**src/rtl/seq_counter.sv**
```systemverilog
// Start-triggered up/down sequencing counter with enable, abort and
// saturating or modulo-2^WIDTH stepping toward a latched terminal value.
module seq_counter #(
    parameter int WIDTH = 8,
    parameter int STEP  = 1,
    parameter bit SAT   = 1'b1
) (
    input  logic             clk,
    input  logic             rst,
    input  logic             start,
    input  logic             en,
    input  logic             abort,
    input  logic             dir,
    input  logic [WIDTH-1:0] term_val,
    output logic [WIDTH-1:0] count,
    output logic             busy,
    output logic             done,
    output logic             ovf
);

    typedef enum logic [1:0] {
        IDLE,
        RUN,
        FIN
    } state_t;

    localparam logic [WIDTH:0] STEP_X = (WIDTH+1)'(STEP);

    state_t           state;
    logic             dir_q;
    logic [WIDTH-1:0] term_q;
    logic [WIDTH-1:0] tgt;
    logic [WIDTH:0]   nxt;
    logic             hit;

    // nxt carries the carry (up) or borrow (down) in its top bit
    always_comb begin
        tgt = dir_q ? '0 : term_q;
        nxt = dir_q ? ({1'b0, count} - STEP_X)
                    : ({1'b0, count} + STEP_X);
        hit = 1'b0;
        if (SAT) begin
            if (dir_q)
                hit = nxt[WIDTH] || (nxt[WIDTH-1:0] == '0);
            else
                hit = (nxt >= {1'b0, term_q});
        end else begin
            hit = (nxt[WIDTH-1:0] == tgt);
        end
    end

    always_ff @(posedge clk or negedge rst) begin
        if (!rst) begin
            state  <= IDLE;
            count  <= '0;
            ovf    <= 1'b0;
            dir_q  <= 1'b0;
            term_q <= '0;
        end else begin
            unique case (state)
                IDLE: begin
                    if (start) begin
                        dir_q  <= dir;
                        term_q <= term_val;
                        count  <= dir ? term_val : '0;
                        ovf    <= 1'b0;
                        // loaded value equals target only when term is 0
                        state  <= (term_val == '0) ? FIN : RUN;
                    end
                end
                RUN: begin
                    if (abort) begin
                        state <= IDLE;
                    end else if (en) begin
                        if (SAT) begin
                            if (hit) begin
                                count <= tgt;
                                state <= FIN;
                            end else begin
                                count <= nxt[WIDTH-1:0];
                            end
                        end else begin
                            count <= nxt[WIDTH-1:0];
                            if (nxt[WIDTH])
                                ovf <= 1'b1;
                            if (hit)
                                state <= FIN;
                        end
                    end
                end
                FIN: begin
                    state <= IDLE;
                end
                default: begin
                    state <= IDLE;
                end
            endcase
        end
    end

    assign busy = (state == RUN);
    assign done = (state == FIN);

endmodule
```
**config.mk**
```make
export PLATFORM = sky130hd
export DESIGN_NAME = seq_counter
export DESIGN_NICKNAME = d
export VERILOG_FILES = /design/src/rtl/seq_counter.sv
export SDC_FILE = /design/constraint.sdc
export NUM_CORES = 1
export LEC_CHECK = 0
export BUFFER_PORTS_ARGS = -buffer_cell sky130_fd_sc_hd__buf_2
export CORE_MARGIN = 1
export CORE_UTILIZATION = 53
export DETAILED_ROUTE_END_ITERATION = 7
export GPL_ROUTABILITY_DRIVEN = 0
export HOLD_SLACK_MARGIN = 0.02
export PLACE_DENSITY = 0.76
export SLEW_MARGIN = 20
export SYNTH_ARGS = -nofsm -noshare
export SYNTH_HDL_FRONTEND = slang
export SYNTH_SLANG_ARGS = --single-unit
```
**constraint.sdc**
```tcl
create_clock -name clk -period 4.4 [get_ports clk]
set_clock_uncertainty 0.05 [all_clocks]
set_input_delay 0.88 -clock clk [delete_from_list [all_inputs] [get_ports clk]]
set_output_delay 0.88 -clock clk [all_outputs]
set_load 0.02 [all_outputs]
```
## Yosys cells after proc, flatten, opt, wreduce, memory -nomap -nowiden

Cells that the tools add are included.

- Register bits: 19
- Input port bits: 14
- Output and inout bits: 11
- Word-level logic and storage cells: 37

- $add $sub $neg: 2
- Order comparisons: 1
- Eq/ne operators: 7
- Mux-type cells: 15
- Reductions and logical operators: 8

Operators with widths:

| cell | count |
|---|---|
| two-way mux 8 bit | 6 |
| zero test 8 bit | 2 |
| one-hot mux 8 bit (2 select lines) | 1 |
| two-way mux 2 bit | 5 |
| adder 8 x 1 -> 9 bit (second input constant) | 1 |
| >= comparator 9 x 8 -> 1 bit | 1 |
| two-way mux 9 bit | 1 |
| subtractor 8 x 1 -> 9 bit (second input constant) | 1 |
| != test 2 bit (second input constant) | 3 |
| one-hot mux 2 bit (2 select lines) | 1 |
| AND reduction 4 bit | 1 |
| != test 3 x 2 -> 1 bit (second input constant) | 1 |
| != test 3 bit (second input constant) | 1 |
| AND reduction 3 bit | 1 |
| equality test 2 x 1 -> 1 bit (second input constant) | 1 |
| equality test 2 bit (second input constant) | 1 |
| zero test 2 bit | 1 |
| AND reduction 2 bit | 1 |
| nonzero test 2 bit | 1 |
| logical OR 1 bit | 1 |
| two-way mux 1 bit | 1 |

## Logic depth before layout (Yosys ltp)

Gate-level depths: netlist of run 1.

- Depth in word-level cells: 9
- Depth in mapped cells: 11
- Gate-level depth less buffers: 11

## Worst setup path before layout of run 1

No wires, ideal clock.

- Kind: flip-flop to flip-flop
- Start point: register dir_q
- End point: register count[2]
- Setup time: 0.125 ns
- Data arrival time: 2.931 ns
- Data required time: 4.225 ns
- Setup slack: 1.294 ns
- Stages on the path, launching flop included: 11
- Buffers on the path: 0
- Clock period less this slack: 3.106 ns
- Cell sequence: dfrtp_1 > ha_1 > a211oi_2 > o32ai_2 > a311o_1 > ha_1 > nor4_1 > a32o_1 > a21oi_2 > a221o_1 > o2bb2ai_1

- Longest elaborated chain between the ends: 8
- Elaborated cells on any way between the ends: 10
- Those cells by class: order compare (1); mux (7); reduce/logical (2)

RTL lines:

| what | RTL line | source |
|---|---|---|
| start, declared | 30 | `logic dir_q;` |
| start signal, assigned | 63 | `dir_q <= dir;` |
| branches (longest 4 deep; another with >= comparator 9 x 8 -> 1 bit) | - |  |
| two-way mux 8 bit * | 76 | `if (hit) begin` |
| two-way mux 8 bit * | 74 | `end else if (en) begin` |
| two-way mux 8 bit * | 72 | `if (abort) begin` |
| one-hot mux 8 bit (2 select lines) * | 60 | `unique case (state)` |
| end signal, assigned | 65 | `count <= dir ? term_val : '0;` |
| end signal, assigned | 77 | `count <= tgt;` |
| end signal, assigned | 80 | `count <= nxt[WIDTH-1:0];` |
| end, declared | 15 | `output logic [WIDTH-1:0] count,` |

Mark *: on every way between the ends. The select of a mux whose other input is x is not followed.
A chain may end at the register's enable or synchronous reset.

## Worst setup path in the final report of run 1

- Start point: register dir_q
- End point: register count[1]

Same word-level chain as after synthesis.

==> results.cfg, run 1 <==
[timing]
slew_violations = 0
slew_headroom_pct = 58.8
tns_ps = 0
holdWs_ps = 449
grt_setup_unrepaired = no
setup_viol = 0
post-route-period-util_pct = 80.0
hold_viol = 0
tightest_slew_ps = 619
maxClockFrequency_mhz = 284
period_needed_ps = 3520

[clock_network]
numCtsBuffers = 3
post_cts_resized = 0
cts_hold_buf = 0
cts_root_buf = clkbuf_4
htree_levels = 1
clk_latency_ps = 300
post-cts-setup-buffer-count = 0
path_clk_slew_ps = 110
cts_tree = yes
cts.sinks = 19
cts_buffer_depth = 2

[yosys]
synth_top_area_cell = dfrtp_1
synth_top_cells_by_area = dfrtp_1, ha_1, a21oi_1
yosysWarnings = 0
ys_seq_area_share_pct = 31.1
synth_nets = 213
synth_top_area_share_pct = 31.1
synth_seq_cells = 19
synth-edff-count = 0
synthCells = 182
syn_area_per_cell_sq_um = 8.39
syn_area_sq_um = 1530
synth.distinct_cells = 44
async_reset_ff_share_pct = 100
synth_flop_cell = dfrtp_1

[worst_setup_path]
max_stage_delay_ps = 670
worstPathCellList = ha_1 -> a211oi_2 -> o32ai_2 -> a311o_1 -> ha_1 -> nor4_1 -> a32o_1 -> a21oi_2 -> a221o_1 -> o2bb2ai_1
arrival_ps = 3660
path_max_fanout = 14
r2r_slack_ps = 880
cp-end-kind = flop
crit_start = dir_q
r2r_start = dir_q
crit_type = flop to flop
worstRegToRegCells = 10
critPathRequiredTime_ps = 4550
start_kind = flop
path_common_cell = ha_1
cp_slowest_cell = dfrtp_1
rr_endpoint = count[1]

[route]
antenna_left = 0
viasPerCell = 6.21
routedWlPerCell_um = 16.3
drt_iter0_markers = 85
dr.pass1.iters = 5
wl_mm = 3.84
num_vias = 1459
route.detailed.drc = 0

[min_path]
hold_class = primary input to async pin

[global_route]
grt_use_total_pct = 27.0
grt_pass1_vias = 1408
overflow = 0
grt_pass1_wl_mm = 6.62
antenna_found_initial = 0
grt_max_degree = 22

[cells_and_area]
nFillCells = 246
final_nets = 236
stdcell_count = 235
diodes = 0
drive_above_1_share_pct = 16.7
final_util_pct = 61.7
syn2layout_area_growth_pct = 10.6

[floorplanning]
die_x_um = 55.7
rows = 19
initial_core_util_pct = 55.8
core-area_sq_um = 2730
die_area_sq_um = 3100
ios = 25
dieHeight_um = 55.7

[flow_run]
max-cap-violations = 0

[outcome]
status = complete, no violations

[placement]
post-place-cells = 231
port_buffers = 23
hpwl_mm = 2.95
-- cell usage in the layout (no fill, tap or decap), drive strengths merged, types with 4 or more instances in the layout --
| master | instances |
|---|---|
| nand2 | 19 |
| o21ai | 15 |
| nor2 | 14 |
| a21oi | 25 |
| inv | 13 |
| buf | 24 |
| ha | 16 |
| a221oi | 4 |
| dfrtp | 19 |
| clkbuf | 4 |
-- cell type report --
type | instances | area (sq um) | share of cell area [%]
Sequential cell | 19 | 475 | 28.2
Tap cell | 31 | 38.8 | 2.30
Clock buffer | 4 | 26.3 | 1.56
Timing Repair Buffer | 24 | 123 | 7.26
Inverter | 14 | 52.6 | 3.11
Multi-Input combinational cell | 143 | 972 | 57.6
-- flip-flops by register name, indices dropped and copies added, names as in the netlist --
name / flops
term_q: 8
count: 8
dir_q: 1
state: 2
-- metal layers --
layer	global-route usage (%)	up-vias	routed length, um
li1	-	707	-
met1	37.2	681	1740
met2	43.5	63	1820
met3	2.56	8	233
met4	11.4	0	46
met5	0	-	0
-- Yosys cell counts (all sizes together) (2+ instances only) --
cell     count
a221oi       4
mux2         3
nand2       19
nor3         2
or4          3
a21oi       25
dfrtp       19
and2         2
a21o         2
xnor2        2
o2bb2ai      2
nor2        14
nand3b       3
nor2b        2
clkbuf       5
o22ai        3
nand2b       3
a211oi       2
xor2         2
ha          16
o21ai       15
nor4         2
inv         13
a221o        2
nand3        2
-- per-stage QoR --
stage	worst slack (ps)	cell area, sq um
2_1_floorplan	1290	1530
3_3_place_gp	1010	1660
3_5_place_dp	909	1660
4_1_cts	884	1690
5_1_grt	696	1690
6_report	882	1690
-- critical path, delay by kind of cell (launching register included) --
family	cells	cell delay (ps)
DFF	1	670
and+or+nand+nor	1	270
AOI/OAI and AO/OA	7	1840
adders and majority gates	2	580
-- worst max-delay path by stage --
| stage | slack [ps] | endpoint | cells past startpoint |
|---|---|---|---|
| floorplan | 1290 | count[2] | 10 |
| CTS | 880 | count[1] | 10 |
| finish | 880 | count[1] | 10 |
| global placement | 1010 | count[1] | 10 |
| detailed placement | 910 | count[1] | 10 |
| global route | 700 | count[1] | 10 |
-- cells by family (layout without fill, tap and decap cells) --
family	Yosys count	count (layout)	synth area share, %
AND/OR/NAND/NOR	54	54	17.4
multiplexers	4	4	2.87
adder cells (fa/ha/maj)	17	17	14.4
buffers and inverters	20	42	5.16
other	1	1	0.246
AO/OA/AOI/OAI	63	63	26.5
XOR/XNOR	4	4	2.30
flip-flops	19	19	31.1
Power of run 1 is left out: the tool's default activity adds up to more than one toggle a clock period on the data nets, which glitch-free logic cannot reach.
==> run 2, diff against run 1 <==
Clock period 4.4 ns to 3.3 ns, I/O delays scaled along.
==> run 2 against run 1 <==
First-iteration DRC count fell by 13%; die area did not move; core utilization rose by 3.9 points.
==> results.cfg, run 2 (synthesis results as in run 1) <==
[cells_and_area]
drive_above_1_share_pct = 22.5
syn2layout_area_growth_pct = 17.5
layout_common_cells = a21oi_1, buf_2, nand2_1, dfrtp_1
reg.largest.list = count (8), term_q (8), state (2)
final_nets = 241
diodes = 0

[placement]
place_ws_ps = -32.7
hpwl_mm = 3.21
port_buffers = 23

[timing]
maxClockFrequency_mhz = 313
slew_headroom_pct = 55.7
tightest_slew_ps = 665
slew_violations = 0
period_needed_ps = 3190
setup_viol = 0
hold_viol = 0
grt_setup_unrepaired = no
post-route-period-util_pct = 96.8
setup_slack_ps = 105

[worst_setup_path]
worstRegToRegCells = 11
path_max_fanout = 8
critPathRequiredTime_ps = 3450
crit_type = flop to flop
arrival_ps = 3340
cp-end-kind = flop
r2r_slack_ps = 110
start_kind = flop

[clock_network]
cts.sinks = 19
htree_levels = 1
cts_root_buf = clkbuf_4
cts_tree = yes
cts_buffer_depth = 2
path_clk_slew_ps = 110
cts_hold_buf = 0
clk_latency_ps = 310
numCtsBuffers = 3

[route]
wl_mm = 4.12
dr_wl_met2_mm = 2.02
dr.pass1.iters = 5
antenna_left = 0
routedWlPerCell_um = 17.2
num_vias = 1510
viasPerCell = 6.29
drt_iter0_markers = 74
wl_met3_um = 253
top_layer = met4
met1_length_mm = 1.73
route.detailed.drc = 0

[min_path]
hold_class = primary input to async pin

[global_route]
overflow = 0
grt_use_total_pct = 28.2
grt_max_degree = 22
grt_pass1_wl_mm = 6.78
antenna_found_initial = 0
grt_pass1_vias = 1445

[floorplanning]
ios = 25
rows = 19
initial_core_util_pct = 55.8
die_x_um = 55.7
core-area_sq_um = 2730
dieHeight_um = 55.7
die_area_sq_um = 3100

[outcome]
status = complete, no violations

[flow_run]
max-cap-violations = 0
-- run 2: final timing paths --
path                            startpoint       end
worst min-delay path                   rst  count[2]
min in group clk                 term_q[7]  count[7]
max in group asynchronous              rst     dir_q
worst max register to register       dir_q  count[2]
worst min register to register   term_q[7]  count[7]
worst max-delay path                 dir_q  count[2]
-- run 2: area by class of cell --
cell class                 count  area (sq um)
clock buffer                   4          26.3
sequential                    19           477
multi-input combinational    143          1040
tap                           31          38.8
fill                         227           940
inverter                      14          52.6
timing repair buffer          29           160
-- run 2: timing repair --
| item | CTS | global route |
|---|---|---|
| pin swaps | 0 | 3 |
| resized for setup | 2 | 8 |
| buffers inserted | 0 | 1 |
| setup endpoints to repair | 4 | 9 |
-- run 2: metrics by stage --
| stage | hold slack, ps | util (%) | TNS, ps | instances | instance area (sq um) |
|---|---|---|---|---|---|
| 2_1_floorplan | 314 | - | 0 | 182 | 1530 |
| 3_3_place_gp | 462 | 61.9 | 0 | 235 | 1690 |
| 3_5_place_dp | 467 | 61.9 | -69.7 | 235 | 1690 |
| 4_1_cts | 231 | 63.2 | 0 | 239 | 1730 |
| 5_1_grt | 248 | 65.6 | 0 | 240 | 1790 |
| 6_report | 224 | 65.6 | 0 | 240 | 1790 |
-- run 2: worst max-delay path, stage by stage, from the launching register on --
cell	delay, ps
dfrtp_2	510
ha_1	340
nand3_1	140
o32ai_4	320
nor3_1	90
a311o_1	300
ha_1	220
nor4_2	280
a32o_2	260
a21oi_2	140
a221o_1	330
o2bb2ai_1	130
-- run 2: per-layer routing --
metal  GRT usage (%)  vias up
li1                -      716
met1            38.3      712
met2            45.8       69
met3            1.63       13
met4            13.9        0
met5               0        -
Power of run 2 is left out for the same reason.
